[config.mk]
export PLATFORM = sky130hd
export DESIGN_NAME = textcon_flat
export DESIGN_NICKNAME = d
export VERILOG_FILES = /design/src/rtl/textcon_if.sv /design/src/rtl/textcon.sv /design/src/flat_wrapper.sv
export SDC_FILE = /design/constraint.sdc
export NUM_CORES = 1
export LEC_CHECK = 0
export CORE_MARGIN = 4
export CORE_UTILIZATION = 45
export CTS_CLUSTER_DIAMETER = 200
export DETAILED_ROUTE_END_ITERATION = 12
export GPL_TIMING_DRIVEN = 0
export PLACE_DENSITY = 0.64
export SYNTH_ARGS = -nofsm -noshare
export SYNTH_HDL_FRONTEND = slang
export SYNTH_SLANG_ARGS = --single-unit
[constraint.sdc]
create_clock -name clk_sys -period 8.3 [get_ports clk_sys]
set_clock_uncertainty 0.2 [all_clocks]
set_input_delay 0.83 -clock clk_sys [delete_from_list [all_inputs] [get_ports clk_sys]]
set_output_delay 0.83 -clock clk_sys [all_outputs]
set_load 0.02 [all_outputs]
[src/rtl/textcon_if.sv]
`default_nettype none
// ============================================================================
// Module   : textcon_if
// Desc     : Byte-stream input and tram system-side write port of textcon.
// Revision : 1.0 - initial release
// ============================================================================
interface textcon_if #(
    parameter int WORD     = 32,
    parameter int BYTE_CNT = 4,
    parameter int ADDRW    = 11
) ();
    logic                in_valid;
    logic [7:0]          in_data;
    logic                in_ready;
    logic [BYTE_CNT-1:0] we_sys;
    logic [ADDRW-1:0]    addr_sys;
    logic [WORD-1:0]     din_sys;

    // master: the console writer (drives tram writes, accepts bytes)
    modport master (
        input  in_valid, in_data,
        output in_ready, we_sys, addr_sys, din_sys
    );

    // slave: character source plus tram write port
    modport slave (
        output in_valid, in_data,
        input  in_ready, we_sys, addr_sys, din_sys
    );
endinterface
`default_nettype wire

[src/rtl/textcon.sv]
`default_nettype none
// ============================================================================
// Module   : textcon
// Desc     : Text console writer: byte stream to tram cells, cursor, ring scroll.
// Revision : 1.0 - initial release
// ============================================================================
module textcon #(
    parameter int WORD     = 32,
    parameter int BYTE_CNT = 4,
    parameter int ADDRW    = 11,
    parameter int ATTRW    = 24
) (
    input  wire logic             clk_sys,
    input  wire logic             rst_sys_n,
    input  wire logic [ADDRW-1:0] text_hres,
    input  wire logic [ADDRW-1:0] text_vres,
    input  wire logic [ATTRW-1:0] attr,
    textcon_if.master             bus,
    output logic      [ADDRW-1:0] scroll_offs,
    output logic      [ADDRW-1:0] cur_col,
    output logic      [ADDRW-1:0] cur_row,
    output logic                  busy
);
    localparam int CNTW = ADDRW + 1;

    localparam logic [1:0] c_st_idle       = 2'd0;
    localparam logic [1:0] c_st_clear_line = 2'd1;
    localparam logic [1:0] c_st_clear_all  = 2'd2;

    localparam logic [ADDRW-1:0] c_one   = ADDRW'(1);
    localparam logic [7:0]       c_lf    = 8'h0A;
    localparam logic [7:0]       c_cr    = 8'h0D;
    localparam logic [7:0]       c_bs    = 8'h08;
    localparam logic [7:0]       c_ff    = 8'h0C;
    localparam logic [7:0]       c_blank = 8'h20;

    logic [1:0]          r_state;
    logic                r_ready;
    logic [BYTE_CNT-1:0] r_we;
    logic [ADDRW-1:0]    r_addr;
    logic [WORD-1:0]     r_din;
    logic [ADDRW-1:0]    r_scroll;
    logic [ADDRW-1:0]    r_col;
    logic [ADDRW-1:0]    r_row;
    logic [ADDRW-1:0]    r_cur_addr;
    logic [ADDRW-1:0]    r_line_addr;
    logic [ADDRW-1:0]    r_clr_addr;
    logic [CNTW-1:0]     r_clr_cnt;

    // (a + b) mod depth for operands already below depth
    function automatic logic [ADDRW-1:0] wrap_add(input logic [ADDRW-1:0] a,
                                                  input logic [ADDRW-1:0] b,
                                                  input logic [CNTW-1:0]  depth);
        logic [CNTW-1:0] s;
        s = {1'b0, a} + {1'b0, b};
        if (s >= depth)
            s = s - depth;
        return s[ADDRW-1:0];
    endfunction

    logic [CNTW-1:0]  w_depth;
    logic [7:0]       w_code;
    logic             w_accept;
    logic             w_is_print;
    logic [ADDRW-1:0] w_col_inc;
    logic             w_do_nl;
    logic             w_last_row;
    logic [ADDRW-1:0] w_next_line;
    logic [ADDRW-1:0] w_next_cell;
    logic [ADDRW-1:0] w_prev_cell;
    logic [ADDRW-1:0] w_scroll_next;

    assign w_depth       = CNTW'(text_hres) * CNTW'(text_vres);
    assign w_code        = bus.in_data;
    assign w_accept      = bus.in_valid && r_ready && (r_state == c_st_idle);
    assign w_is_print    = (w_code >= 8'h20) && (w_code != 8'h7F);
    assign w_col_inc     = r_col + c_one;
    assign w_do_nl       = (w_code == c_lf) || (w_is_print && (w_col_inc == text_hres));
    assign w_last_row    = (r_row == (text_vres - c_one));
    assign w_next_line   = wrap_add(r_line_addr, text_hres, w_depth);
    assign w_next_cell   = wrap_add(r_cur_addr, c_one, w_depth);
    assign w_prev_cell   = (r_cur_addr == '0) ? (w_depth[ADDRW-1:0] - c_one)
                                              : (r_cur_addr - c_one);
    assign w_scroll_next = wrap_add(r_scroll, text_hres, w_depth);

    always_ff @(posedge clk_sys or negedge rst_sys_n) begin
        if (!rst_sys_n) begin
            r_state     <= c_st_idle;
            r_ready     <= 1'b0;
            r_we        <= '0;
            r_addr      <= '0;
            r_din       <= '0;
            r_scroll    <= '0;
            r_col       <= '0;
            r_row       <= '0;
            r_cur_addr  <= '0;
            r_line_addr <= '0;
            r_clr_addr  <= '0;
            r_clr_cnt   <= '0;
        end else begin
            r_we <= '0;
            case (r_state)
                c_st_idle: begin
                    r_ready <= 1'b1;
                    if (w_accept) begin
                        if (w_is_print) begin
                            r_we   <= '1;
                            r_addr <= r_cur_addr;
                            r_din  <= {attr, w_code};
                        end
                        if (w_do_nl) begin
                            r_col <= '0;
                            if (!w_last_row) begin
                                r_row       <= r_row + c_one;
                                r_line_addr <= w_next_line;
                                r_cur_addr  <= w_next_line;
                            end else begin
                                // Old top line becomes the new bottom line of the ring.
                                r_line_addr <= r_scroll;
                                r_cur_addr  <= r_scroll;
                                r_clr_addr  <= r_scroll;
                                r_scroll    <= w_scroll_next;
                                r_clr_cnt   <= CNTW'(text_hres);
                                r_state     <= c_st_clear_line;
                                r_ready     <= 1'b0;
                            end
                        end else if (w_is_print) begin
                            r_col      <= w_col_inc;
                            r_cur_addr <= w_next_cell;
                        end else if (w_code == c_cr) begin
                            r_col      <= '0;
                            r_cur_addr <= r_line_addr;
                        end else if ((w_code == c_bs) && (r_col != '0)) begin
                            r_col      <= r_col - c_one;
                            r_cur_addr <= w_prev_cell;
                        end else if (w_code == c_ff) begin
                            r_scroll    <= '0;
                            r_col       <= '0;
                            r_row       <= '0;
                            r_cur_addr  <= '0;
                            r_line_addr <= '0;
                            r_clr_addr  <= '0;
                            r_clr_cnt   <= w_depth;
                            r_state     <= c_st_clear_all;
                            r_ready     <= 1'b0;
                        end
                    end
                end
                c_st_clear_line, c_st_clear_all: begin
                    r_we       <= '1;
                    r_addr     <= r_clr_addr;
                    r_din      <= {attr, c_blank};
                    r_clr_addr <= wrap_add(r_clr_addr, c_one, w_depth);
                    r_clr_cnt  <= r_clr_cnt - CNTW'(1);
                    if (r_clr_cnt == CNTW'(1)) begin
                        r_state <= c_st_idle;
                        r_ready <= 1'b1;
                    end
                end
                default: begin
                    r_state <= c_st_idle;
                end
            endcase
        end
    end

    assign bus.in_ready = r_ready;
    assign bus.we_sys   = r_we;
    assign bus.addr_sys = r_addr;
    assign bus.din_sys  = r_din;
    assign scroll_offs  = r_scroll;
    assign cur_col      = r_col;
    assign cur_row      = r_row;
    assign busy         = (r_state != c_st_idle);

endmodule
`default_nettype wire

[src/flat_wrapper.sv]
// flat-port wrapper written by rule: the top's interface ports become plain ports
module textcon_flat 
#(
    parameter int WORD     = 32,
    parameter int BYTE_CNT = 4,
    parameter int ADDRW    = 11,
    parameter int ATTRW    = 24
)
  (clk_sys, rst_sys_n, text_hres, text_vres, attr, scroll_offs, cur_col, cur_row, busy, bus_in_valid, bus_in_data, bus_in_ready, bus_we_sys, bus_addr_sys, bus_din_sys);
  textcon_if #(.WORD(WORD), .BYTE_CNT(BYTE_CNT), .ADDRW(ADDRW)) bus_i ();
  input  wire logic clk_sys;
  input  wire logic rst_sys_n;
  input  wire logic [ADDRW-1:0] text_hres;
  input  wire logic [ADDRW-1:0] text_vres;
  input  wire logic [ATTRW-1:0] attr;
  output logic      [ADDRW-1:0] scroll_offs;
  output logic      [ADDRW-1:0] cur_col;
  output logic      [ADDRW-1:0] cur_row;
  output logic busy;
  input wire logic [$bits(bus_i.in_valid)-1:0] bus_in_valid;
  input wire logic [$bits(bus_i.in_data)-1:0] bus_in_data;
  output wire logic [$bits(bus_i.in_ready)-1:0] bus_in_ready;
  output wire logic [$bits(bus_i.we_sys)-1:0] bus_we_sys;
  output wire logic [$bits(bus_i.addr_sys)-1:0] bus_addr_sys;
  output wire logic [$bits(bus_i.din_sys)-1:0] bus_din_sys;
  assign bus_i.in_valid = bus_in_valid;
  assign bus_i.in_data = bus_in_data;
  assign bus_in_ready = bus_i.in_ready;
  assign bus_we_sys = bus_i.we_sys;
  assign bus_addr_sys = bus_i.addr_sys;
  assign bus_din_sys = bus_i.din_sys;
  textcon #(.WORD(WORD), .BYTE_CNT(BYTE_CNT), .ADDRW(ADDRW), .ATTRW(ATTRW)) u_core (.clk_sys(clk_sys), .rst_sys_n(rst_sys_n), .text_hres(text_hres), .text_vres(text_vres), .attr(attr), .bus(bus_i), .scroll_offs(scroll_offs), .cur_col(cur_col), .cur_row(cur_row), .busy(busy));
endmodule
# Word-level counts from Yosys, hierarchy flattened
# Index checks and enable logic that the tools add are counted.
# word_totals
output_inout_bits	82
in_bits	57
reg_bits	128
word_cells	140
# classes
reduce_logical	22
eq_ne	23
n_lt_le_gt_ge	5
n_mux	62
multipliers	1
n_addsub	15
# op_table
cell	n
$mux 11	28
$mux 12	7
$mux 32	2
$pmux 32 s2	1
$ge 12x12->1	4
$pmux 11 s2	2
$sub 11x1->11 const B	4
$sub 11x11->11	4
$eq 8x4->1 const B	4
$reduce_and 7->1	4
$add 11x1->12 const B	2
$add 11x11->12	2
$pmux 12 s2	1
$add 11x1->11 const B	2
$eq 11x11->1	2
$mux 2	8
$eq 12x1->1 const B	1
$mul 11x11->12	1
$sub 12x1->12 const B	1
$logic_not 11->1	1
$reduce_bool 11->1	1
$ne 2x1->1 const B	5
$ne 3x2->1 const B	3
$ge 8x6->1 const B	1
other kinds (19)	37

# Longest topological paths before layout
# logic_depth
ltp_word	8
ltp_mapped	26
mapped_depth_nobuf	23

# Worst setup path after synthesis
# No wires, ideal clock.
# synth_path
kind	input to register
startpoint	input port text_hres[5]
endpoint	register u_core.r_clr_addr[1]
path_buffers	2
arrival_ps	6959
setup_time_ps	65
path_slack_ps	1076
required_time_ps	8035
cell_stages	23
cell_sequence	clkbuf_1 > and2_1 > fa_1 > inv_1 > fa_1 > inv_1 > fa_1 > inv_1 > fa_1 > inv_1 > fa_1 > ha_1 > or3_1 > o211a_1 > clkbuf_1 > inv_1 > ha_1 > nor3b_1 > a311oi_1 > a21o_1 > nand2_1 > a2111oi_0 > a211o_1
# synth_via
elab_chain_len	6
word_cells_on_any_way	15
cone_classes	mul (1); order compare (1); eq/ne (6); mux (4); reduce/logical (3)
# synth_lines
item	line	source
start: declaration	flat_wrapper.sv:13	input wire logic [ADDRW-1:0] text_hres;
parallel branches: the longest is 6 deep, another holds $mul 11x11->12	n/a	
end signal: assignment	textcon.sv:121	r_clr_addr <= r_scroll;
end signal: assignment	textcon.sv:153	r_clr_addr <= wrap_add(r_clr_addr, c_one, w_depth);
end: declaration	textcon.sv:47	logic [ADDRW-1:0] r_clr_addr;
# Several ways; the timed one is not identified. The select of a mux whose other input is x is not followed.
# A chain may end at the register's enable or synchronous reset.

# Worst setup path after layout
# layout_path
startpoint	input port text_hres[4]
endpoint	register u_core.r_cur_addr[0]
# layout_via
elab_chain_len	5
word_cells_on_any_way	14
cone_classes	add/sub (1); mul (1); order compare (2); eq/ne (1); mux (5); reduce/logical (4)
# layout_lines
item	line	source
$mul 11x11->12 (tied with other cells)	textcon.sv:73	assign w_depth = CNTW'(text_hres) * CNTW'(text_vres);
$ge 12x12->1 / $logic_and 1x1->1 (equally long branches)	textcon.sv:56, textcon.sv:78	
$mux 11 / $logic_or 1x1->1 (equally long branches)	textcon.sv:56, textcon.sv:78	
$mux 11 (tied with other cells)	textcon.sv:127	end else if (w_is_print) begin
$mux 11 / $reduce_and 3->1 (equally long branches)	n/a	
end signal: assignment	textcon.sv:116	r_cur_addr <= w_next_line;
end signal: assignment	textcon.sv:129	r_cur_addr <= w_next_cell;
end signal: assignment	textcon.sv:132	r_cur_addr <= r_line_addr;
end: declaration	textcon.sv:45	logic [ADDRW-1:0] r_cur_addr;
# Parallel ways exist; a longest one is shown, timed or not.

==> out/metrics.yaml <==
status:
  status: "complete, no violations"
synth:
  synth_fp_nets: 1840
  seq_area_frac_synth: 0.232
  synth.largest_area_cell: "dfrtp_1"
  avgSynthCellArea_sq_um: 8.24
  synth_cell_types: 86
  synth_edf_count: 0
  netlist_top_cells_area: "dfrtp_1 23%, ha_1 9.5%, fa_1 6.7%, xnor2_1 5.3%, a21oi_1 4.6%"
  syn_area_sq_mm: 0.0135
  syn_inst: 1636
  synth_flop_cell: "dfrtp_1"
  yosys_warnings: 0
  async_flop_share: 1.00
  ys_ff_latch: 125
  yosysTopAreaCellShare: 0.232
finish:
  area_delta_synth_final_pct: 19.3
  nets: 2003
  diodes: 0
  stdcell_count: 2202
  drive_above_1_share: 0.0778
detailed_routing:
  routed_wl_microns: 47600
  drc: 0
  first_pass_iters: 6
  wl_per_cell_microns: 21.6
  vias: 13400
  vias_per_cell: 6.09
  drt-initial-drc-count: 1395
  ant_nets: 0
floorplan:
  core_sq_mm: 0.0296
  die-height_microns: 181
  die_x_microns: 181
  boundaryPins: 139
  rows: 63
  initial_core_util: 0.456
  die_area_sq_mm: 0.0328
placement:
  gp_congestion: 0.990
  preCtsSetupSlack_ns: -1.39
  port_buffers: 136
  dp_hpwl_microns: 36200
  placed_cells_incl_taps: 2163
critical_path:
  cp_slowest_cell: "clkdlybuf4s50_1"
  worstPathRequired_ns: 8.39
  r2r_slack_ns: 3.17
  critical-path-top-delay-family: "adder cells"
  r2r-end: "u_core.r_cur_addr[0]$_DFFE_PN0P_"
  worstPathArrival_ns: 8.09
  path_class: "in2reg"
  r2r_cells: 17
  r2r_start: "u_core.r_line_addr[0]$_DFFE_PN0P_"
  critPathLaunchType: "input pin"
  max_stage_delay_ns: 0.64
  crit_top_cell: "fa_1"
  end_kind: "flop"
  path_buf_inv: 6
  crit_chain: "clkdlybuf4s50_1 > clkbuf_2 > nand2_1 > fa_1 > inv_1 > fa_1 > ha_1 > fa_1 > fa_1 > ha_1 > nand3_1 > o2111ai_1 > xor2_2 > buf_4 > clkbuf_1 > a31oi_1 > o21a_1 > o21ai_0 > clkbuf_1 > nand2_1 > o211ai_1 > a32oi_1"
  cp_max_fo: 10
global_routing:
  grt_max_degree: 90
  grt_pass1_vias: 12900
  grt_pass1_wl_microns: 73300
  grt.total_usage: 0.283
  antenna_found_initial: 0
  overflow: 0
clocking:
  htree_levels: 4
  clockBufferDepth: 2
  root_buffer: "clkbuf_16"
  cts_buffers: 17
  clock-sinks: 125
  insertion_delay_ns: 0.45
  cts_tree: "built"
  clkSlewWorstSetupHoldPaths_ns: 0.07
sta:
  fmax_ghz: 0.125
  finalHoldViolCount: 0
  slew_viol_final: 0
  tightest_slew_ns: 0.915
  rsz0062_at_grt: "true"
  final-setup-viol-count: 0
  maxSlewHeadroom: 0.388
  period_share: 0.963
  period_needed_ns: 8.00
  finalWorstSetupSlack_ns: 0.303
power:
  ir_worst_vdd_uv: 349
  powerDensity_mw_per_mm2: 479
  leakage_nw: 6.86
min_path:
  worstHoldPathType: "in2async"
job:
  maxCapViolations: 0
## state kept, by name (all words and copies together), names as in the netlist
name,count
u_core.r_cur_addr,11
u_core.r_line_addr,11
u_core.r_clr_addr,11
u_core.bus.we_sys,1
u_core.r_state,2
u_core.bus.addr_sys,11
u_core.cur_row,11
u_core.scroll_offs,11
u_core.cur_col,11
u_core.r_clr_cnt,12
u_core.bus.din_sys,32
u_core.bus.in_ready,1
## how the worst max path moves through the flow
stage,start,endpoint,slack [ns],depth (start not counted)
global placement,text_hres[2],u_core.r_clr_addr[1]$_DFFE_PN0P_,-1.29,23
global route,text_hres[4],u_core.r_cur_addr[0]$_DFFE_PN0P_,-0.006,25
CTS,text_hres[1],u_core.r_cur_addr[5]$_DFFE_PN0P_,0.04,25
finish,text_hres[4],u_core.r_cur_addr[0]$_DFFE_PN0P_,0.30,22
detailed placement,text_hres[2],u_core.r_cur_addr[5]$_DFFE_PN0P_,-1.39,25
floorplan,text_hres[5],u_core.r_clr_addr[1]$_DFFE_PN0P_,1.08,23
## cell usage after synthesis, types with 17 or more instances
master,n
ha_1,102
mux2_2,27
nor2_1,124
inv_1,93
and3_1,23
a31oi_1,19
nand3_1,51
a211oi_1,23
o21a_1,20
xnor2_1,81
a21o_1,20
mux2i_1,41
buf_2,17
dfrtp_1,125
o22ai_1,19
and2_1,43
nand2_1,135
fa_1,45
a21oi_1,125
nand4_1,18
nor4_1,21
clkbuf_1,61
nor3_1,34
o21ai_0,108
xor2_1,43
## placed cells by master (no fill, tap or decap), types with 9 or more instances in the layout
cell type          n
a211oi_1          23
a21o_1            20
a21oi_1          125
a31oi_1           18
and2_1            43
and3_1            23
buf_2             16
buf_4             10
clkbuf_1          53
clkbuf_16         17
clkbuf_2          11
clkdlybuf4s50_1  131
dfrtp_1          125
fa_1              45
ha_1             102
inv_1             92
mux2_2            27
mux2i_1           41
nand2_1          135
nand2b_1           9
nand3_1           51
nand4_1           18
nor2_1           124
nor2b_1           15
nor3_1            34
nor4_1            21
o2111ai_1          9
o211ai_1          16
o21a_1            20
o21ai_0          107
o22ai_1           19
or3_1             14
xnor2_1           78
xor2_1            42
## cell families (layout without fill, tap and decap cells)
kind of cell    after synthesis  after routing  synth area share
fa+ha+maj                   149            149             0.163
simple gates                530            530             0.196
compound gates              460            460             0.221
mux                          68             68            0.0530
buf+inv                     180            356            0.0540
flops                       125            125             0.232
xor+xnor                    124            124            0.0806
## per-stage QoR
step | setup TNS, ns | power, W | util | cell area, sq um | hold slack (ns)
floorplan | 0 | 0.00494 | - | 13500 | 0.275
global placement | -46.09 | 0.00646 | 0.518 | 15300 | 0.288
detailed placement | -50.29 | 0.00652 | 0.519 | 15400 | 0.296
CTS | 0 | 0.00740 | 0.540 | 16000 | 0.0791
global route | -0.00724 | 0.00823 | 0.544 | 16100 | 0.0887
finish | 0 | 0.00770 | 0.544 | 16100 | 0.0685
## cell type report
cell class / instances / area [sq um]
Fill cell: 2808 / 13500
Multi-Input combinational cell: 1331 / 9690
Sequential cell: 125 / 3130
Timing Repair Buffer: 145 / 1460
Tap cell: 390 / 488
Clock buffer: 17 / 425
Buffer: 85 / 383
Inverter: 94 / 358
Clock inverter: 15 / 145
## per-layer routing
layer | vias to the layer above | track usage | part of all wire
met2 | 590 | 0.441 | 0.45
met3 | 114 | 0.0622 | 0.082
met5 | - | 0 | 0
met1 | 6452 | 0.389 | 0.44
li1 | 6256 | - | -
met4 | 0 | 0.104 | 0.035
## worst reg2reg max path, cell delays in order (launching register included)
cell      delay, ns
dfrtp_1        0.47
ha_1           0.27
fa_1           0.44
a21oi_1        0.24
o21ai_0        0.23
a21oi_1        0.22
xnor2_1        0.21
ha_1           0.35
o21ai_0        0.19
nor2_1         0.07
nor3_1         0.25
a31oi_1        0.12
o21a_1         0.22
o21ai_0        0.34
clkbuf_1       0.38
nand2_1        0.12
o211ai_1       0.47
a32oi_1        0.17
## power breakdown
group	internal, W	leakage [nW]	total (W)	switching [W]
clock	0.000400	0.275	0.000754	0.000355
combinational	0.00241	5.01	0.00602	0.00361
sequential	0.000784	1.58	0.000926	0.000143
## timing repair
| action | in CTS | in global routing |
|---|---|---|
| gates resized for setup | 17 | 19 |
| pin swaps | 0 | 3 |
| hold buffers | 0 | 0 |
| buffers inserted | 0 | 7 |
| setup endpoints to repair | 44 | 40 |
(Power assumes the default switching activity.)
